File: config.mk
export PLATFORM = sky130hd
export DESIGN_NAME = seq_display
export DESIGN_NICKNAME = d
export VERILOG_FILES = /design/src/rtl/seq_display.sv
export SDC_FILE = /design/constraint.sdc
export NUM_CORES = 1
export LEC_CHECK = 0
export ABC_AREA = 1
export CORE_MARGIN = 1.5
export CORE_UTILIZATION = 62
export CTS_CLUSTER_SIZE = 12
export DETAILED_ROUTE_END_ITERATION = 10
export PLACE_DENSITY = 0.87
export RECOVER_POWER = 100
export SETUP_SLACK_MARGIN = 0.05
export SLEW_MARGIN = 20
export SYNTH_ARGS = -nofsm -noshare
export SYNTH_HDL_FRONTEND = slang
export SYNTH_SLANG_ARGS = --single-unit
File: constraint.sdc
create_clock -name clk -period 3.2 [get_ports clk]
set_input_delay 0.64 -clock clk [delete_from_list [all_inputs] [get_ports clk]]
set_output_delay 0.64 -clock clk [all_outputs]
set_load 0.05 [all_outputs]
File: src/rtl/seq_display.sv
// seq_display: plays back a stored sequence of colours on four one-hot LEDs.
//
// A 16-entry, 2-bit colour memory is filled from a free-running 8-bit
// Fibonacci LFSR on new_game. On start the block clears an external sequence
// counter, then for each step lights the colour addressed by seq_idx for
// ON_CYC cycles and keeps the LEDs dark for OFF_CYC cycles. It then samples
// the counter's terminal count during a one-cycle STEP state. After the last
// step it pulses done for one cycle and returns to IDLE.
//
// Counter pulse protocol: cnt_rst is a one-cycle, active-high synchronous
// clear that is high only while in CLR. cnt_en is a one-cycle increment
// request that is high only on the last OFF cycle of each step. The two are
// never high together. The counter has therefore already advanced when STEP
// samples tc and seq_idx. Every output is a register, updated in the same
// clock edge that moves the FSM into the state the output belongs to.
//
// dbg_state exposes the current FSM state encoding.

module seq_display #(
   parameter int         ON_CYC    = 8,
   parameter int         OFF_CYC   = 4,
   parameter logic [7:0] LFSR_SEED = 8'hA5
) (
   input  logic       clk,
   input  logic       R_n,
   input  logic       new_game,
   input  logic       start,
   input  logic [3:0] seq_idx,
   input  logic       tc,
   output logic       cnt_rst,
   output logic       cnt_en,
   output logic [3:0] leds,
   output logic       busy,
   output logic       done,
   output logic [2:0] dbg_state
);

   // The duration counter must span the longest state: ON, OFF or the
   // 16-cycle FILL.
   localparam int MAX_ON_OFF = (ON_CYC > OFF_CYC) ? ON_CYC : OFF_CYC;
   localparam int MAXC       = (MAX_ON_OFF > 16) ? MAX_ON_OFF : 16;
   localparam int CW         = $clog2(MAXC);

   // Terminal values of the duration counter, one per timed state.
   localparam logic [CW-1:0] ON_LAST   = CW'(ON_CYC - 1);
   localparam logic [CW-1:0] OFF_LAST  = CW'(OFF_CYC - 1);
   localparam logic [CW-1:0] FILL_LAST = CW'(15);

   // Value of the counter one cycle before the last OFF cycle. This value is
   // only consulted when OFF lasts at least two cycles.
   localparam logic [CW-1:0] OFF_PRE = CW'((OFF_CYC > 1) ? (OFF_CYC - 2) : 0);

   typedef enum logic [2:0] {
      S_IDLE = 3'd0,
      S_FILL = 3'd1,
      S_CLR  = 3'd2,
      S_ON   = 3'd3,
      S_OFF  = 3'd4,
      S_STEP = 3'd5,
      S_DONE = 3'd6
   } state_t;

   state_t        state;
   logic [CW-1:0] dur;
   logic [7:0]    lfsr;
   logic [1:0]    mem [16];

   assign dbg_state = state;

   // One-hot LED pattern for a 2-bit colour code.
   function automatic logic [3:0] colour(input logic [1:0] c);
      return 4'b0001 << c;
   endfunction

   // Free-running LFSR with taps at bits 7, 5, 4 and 3; it never stops, so
   // the fill contents depend on when new_game arrives.
   always_ff @(posedge clk or negedge R_n) begin
      if (!R_n) begin
         lfsr <= LFSR_SEED;
      end else begin
         lfsr <= {lfsr[6:0], lfsr[7] ^ lfsr[5] ^ lfsr[4] ^ lfsr[3]};
      end
   end

   // Colour memory: cleared on reset, one entry written per FILL cycle.
   always_ff @(posedge clk or negedge R_n) begin
      if (!R_n) begin
         for (int i = 0; i < 16; i++) begin
            mem[i] <= 2'b00;
         end
      end else if (state == S_FILL) begin
         mem[dur[3:0]] <= lfsr[1:0];
      end
   end

   // Playback FSM with registered outputs; the pulse outputs default low.
   always_ff @(posedge clk or negedge R_n) begin
      if (!R_n) begin
         state   <= S_IDLE;
         dur     <= '0;
         cnt_rst <= 1'b0;
         cnt_en  <= 1'b0;
         leds    <= 4'b0000;
         busy    <= 1'b0;
         done    <= 1'b0;
      end else begin
         cnt_rst <= 1'b0;
         cnt_en  <= 1'b0;
         done    <= 1'b0;
         case (state)
            S_IDLE: begin
               leds <= 4'b0000;
               if (new_game) begin
                  state <= S_FILL;
                  dur   <= '0;
                  busy  <= 1'b1;
               end else if (start) begin
                  state   <= S_CLR;
                  cnt_rst <= 1'b1;
                  busy    <= 1'b1;
               end
            end

            S_FILL: begin
               if (dur == FILL_LAST) begin
                  state <= S_IDLE;
                  busy  <= 1'b0;
               end else begin
                  dur <= dur + 1'b1;
               end
            end

            // The counter clears on this edge, so the first step shows entry 0.
            S_CLR: begin
               state <= S_ON;
               dur   <= '0;
               leds  <= colour(mem[4'd0]);
            end

            S_ON: begin
               if (dur == ON_LAST) begin
                  state  <= S_OFF;
                  dur    <= '0;
                  leds   <= 4'b0000;
                  cnt_en <= (OFF_CYC == 1);
               end else begin
                  dur <= dur + 1'b1;
               end
            end

            S_OFF: begin
               if (dur == OFF_LAST) begin
                  state <= S_STEP;
               end else begin
                  dur    <= dur + 1'b1;
                  cnt_en <= (dur == OFF_PRE);
               end
            end

            // The counter has advanced by now, so tc and seq_idx refer to
            // the next step.
            S_STEP: begin
               if (tc) begin
                  state <= S_DONE;
                  done  <= 1'b1;
               end else begin
                  state <= S_ON;
                  dur   <= '0;
                  leds  <= colour(mem[seq_idx]);
               end
            end

            S_DONE: begin
               state <= S_IDLE;
               busy  <= 1'b0;
            end

            default: begin
               state <= S_IDLE;
               leds  <= 4'b0000;
               busy  <= 1'b0;
            end
         endcase
      end
   end

endmodule

==> out/results.tsv <==
metric	value	unit
R2R Setup Slk	1.25	ns
router iterations before antenna repair	4	
Core Footprint	4086	um^2
met3 WL	290	um
WP data required	2.56	ns
post-CTS setup buffer count	0	
DRT Wirelength	5.441	mm
Mapped Nets	339	
Total GRT Usage	24.74	%
Initial DRC Count	248	
status	complete, no violations	
fin. max-slew vios	0	
hold_sp	lfsr[6]	
CTS root buf	clkbuf_8	
met2 routed WL	2.535	mm
Fin Clk Skew	0.01049	ns
Rel. slew slack	11.95	%
number of max-cap violations	0	
worst slew pin tran	1.321	ns
clock tree from TritonCTS	done	
crit path max-delay cell type	dlygate4sd3_1	
final setup violation count	0	
total power draw	1873	uW
Cell Chain, Critical Path	dlygate4sd3_1	
initial antenna violation count	0	
clk buf depth	2	
post-DR wirelength/cell	13.71	um
Buf/Inv on CP	1	
Ports	20	
vias in the first global route	2162	
share of cells above drive strength 1	8.646	%
CTS Hold Bufs	0	
remaining global-route overflow	0	
multi-input logic area	1112	um^2
Filler cells	325	
Clock Pin Slew Worst Setup and Hold Paths	0.11	ns
Post-Route Setup TNS	0	ns
Worst path top cell family by delay	buffers and inverters	
crit path capture type	output pin	
fmax	0.4397	GHz
RSZ-0062 raised after global routing	false	
ys flop type	dfrtp_1	
Cells after Synth	325	
Setup Crit Path Kind	reg -> out	
syn avg cell area	8.323	um^2
Tmin final	2.274	ns
Final Hold Viols	0	
share of the synthesized area in the top cell type	47.18	%
Initial Util	66.20	%
H-Tree Depth	2	
Die Ht	69.06	um
Worst setup SP type	register	
post-synth top area cell	dfrtp_1	
hold endpoint	lfsr[7]	
Syn. warnings	0	
synth top area cells	dfrtp_1 (47%), nand2_1 (13%), nand3_1 (6.3%), o21ai_0 (4.3%), dfstp_2 (3.9%)	
Yosys reg bits	55	
Die ar.	4769	um^2
Die Wd	69.06	um
count leader, synth	nand2_1	
CTS Sinks	55	
hold path depth	0	
post-CTS resize count	0	
Critical R2R Capture	mem[11]	
TritonCTS buffer count	5	
DP HPWL	3.976	mm
CP max FO	5	
worst reg2reg path depth	9	
Routed Antenna Nets	0	
P per Cell Area	631.1	nW/um^2
number of remaining DRC errors	0	
# diodes	0	
largest net degree at the start of global routing	56	
fin util	72.63	%
nets@finish	360	
Reg area	1381	um^2
Vias	2132	
Rows	23	
I/O Buffers	19	
Clk Latency, worst-skew pair	0.31	ns
Max IR drop VDD	393.0	uV
Highest Signal Layer	met4	
wl on met1	2.573	mm
ys async rst share	100.0	%
post-placement cell area	2922	um^2
Critical Path Max Stage Delay	0.90	ns
top cells by count, synth	nand2_1 (91), dfrtp_1 (51), nand3_1 (34)	
first-pass GRT wire length	9.570	mm
cell leakage power	0.001434	uW
GPL Wtd Cong	0.9002	
post-route cell area	2968	um^2
final worst-path cycle share	71.08	%
R2R Path Start	dbg_state[1]	
EDFF count, synth	0	
Seq/Total Area, Yosys	51.06	%
vias per cell	5.370	
mapped cell area	2705	um^2
Hold Path Class	reg -> reg	
area grow syn2layout	9.713	%
post-synthesis cell type count	28	
CP arrival	1.63	ns
==> worst max path at each step <==
stage / from / to / slack, ns / cells after the start
3_3_place_gp: seq_idx[0] / leds[1] / 0.82 / 12
2_1_floorplan: dbg_state[0] / leds[2] / 1.54 / 8
4_1_cts: dbg_state[2] / dbg_state[2] / 0.92 / 1
6_report: dbg_state[2] / dbg_state[2] / 0.93 / 1
5_1_grt: seq_idx[0] / leds[1] / 0.78 / 12
3_5_place_dp: seq_idx[0] / leds[1] / 0.79 / 12
==> cell usage in the layout, fill, tap and decap left out, types with 2 or more instances in the layout <==
master,n
a21oi_1,14
xnor2_1,3
inv_2,4
nor3_1,7
clkdlybuf4s50_1,5
nor2_1,32
xor2_1,2
clkbuf_8,5
o21ai_0,24
or2_2,3
ha_1,5
o22ai_1,2
inv_1,27
inv_6,2
o21bai_1,3
nand2_1,93
nand2_2,2
dfstp_2,3
nand3_1,34
nor2_2,2
dlygate4sd3_1,13
o21ai_2,2
dfrtp_1,51
==> registers in the layout, indices dropped and copies added (netlist names) <==
name       count
dur            4
done           1
lfsr           8
busy           1
mem           32
leds           4
dbg_state      3
cnt_en         1
cnt_rst        1
==> worst register-to-register path, cell delays in order, from the launching register on <==
cell and delay (ns):
dfrtp_1 0.41, inv_1 0.13, nand2_1 0.09, nor2_1 0.36, inv_1 0.14, nor2_1 0.25
inv_1 0.09, nor2_1 0.23, nor2_1 0.07, a21oi_1 0.12
==> area by class of cell <==
type / count / area share [%]
Clock inverter: 3 / 0.9275
Tap cell: 50 / 2.108
Multi-Input combinational cell: 232 / 37.48
Sequential cell: 55 / 46.54
Timing Repair Buffer: 20 / 6.408
Clock buffer: 5 / 2.319
Inverter: 32 / 4.216
==> power breakdown <==
part / total, uW / switching [uW] / internal [uW]
combinational: 646 / 446 / 201
sequential: 823 / 55.1 / 768
clock: 404 / 241 / 163
total: 1870 / 742 / 1130
==> metrics by stage <==
stage / cells / hold slack [ns] / worst slack [ns]
global placement: 389 / 0.3368 / 0.8159
finish: 397 / 0.3605 / 0.9255
floorplan: 325 / 0.3330 / 1.537
detailed placement: 389 / 0.3433 / 0.7894
CTS: 397 / 0.3684 / 0.9223
global route: 397 / 0.3849 / 0.7786
==> metal layers <==
metal	vias to the layer above	track usage (%)
met5	-	0
met4	0	7.407
met3	4	6.579
met2	54	38.25
met1	992	34.47
li1	1082	-
==> kinds of logic after synthesis <==
kind of cell	after synthesis	share of synthesized area (%)
buffers and inverters	38	6.059
AO/OA/AOI/OAI	46	9.390
flip-flops	55	51.06
AND/OR/NAND/NOR	176	29.56
XOR/XNOR	5	1.619
adder cells (fa/ha/maj)	5	2.313
(Power assumes the default switching activity.)
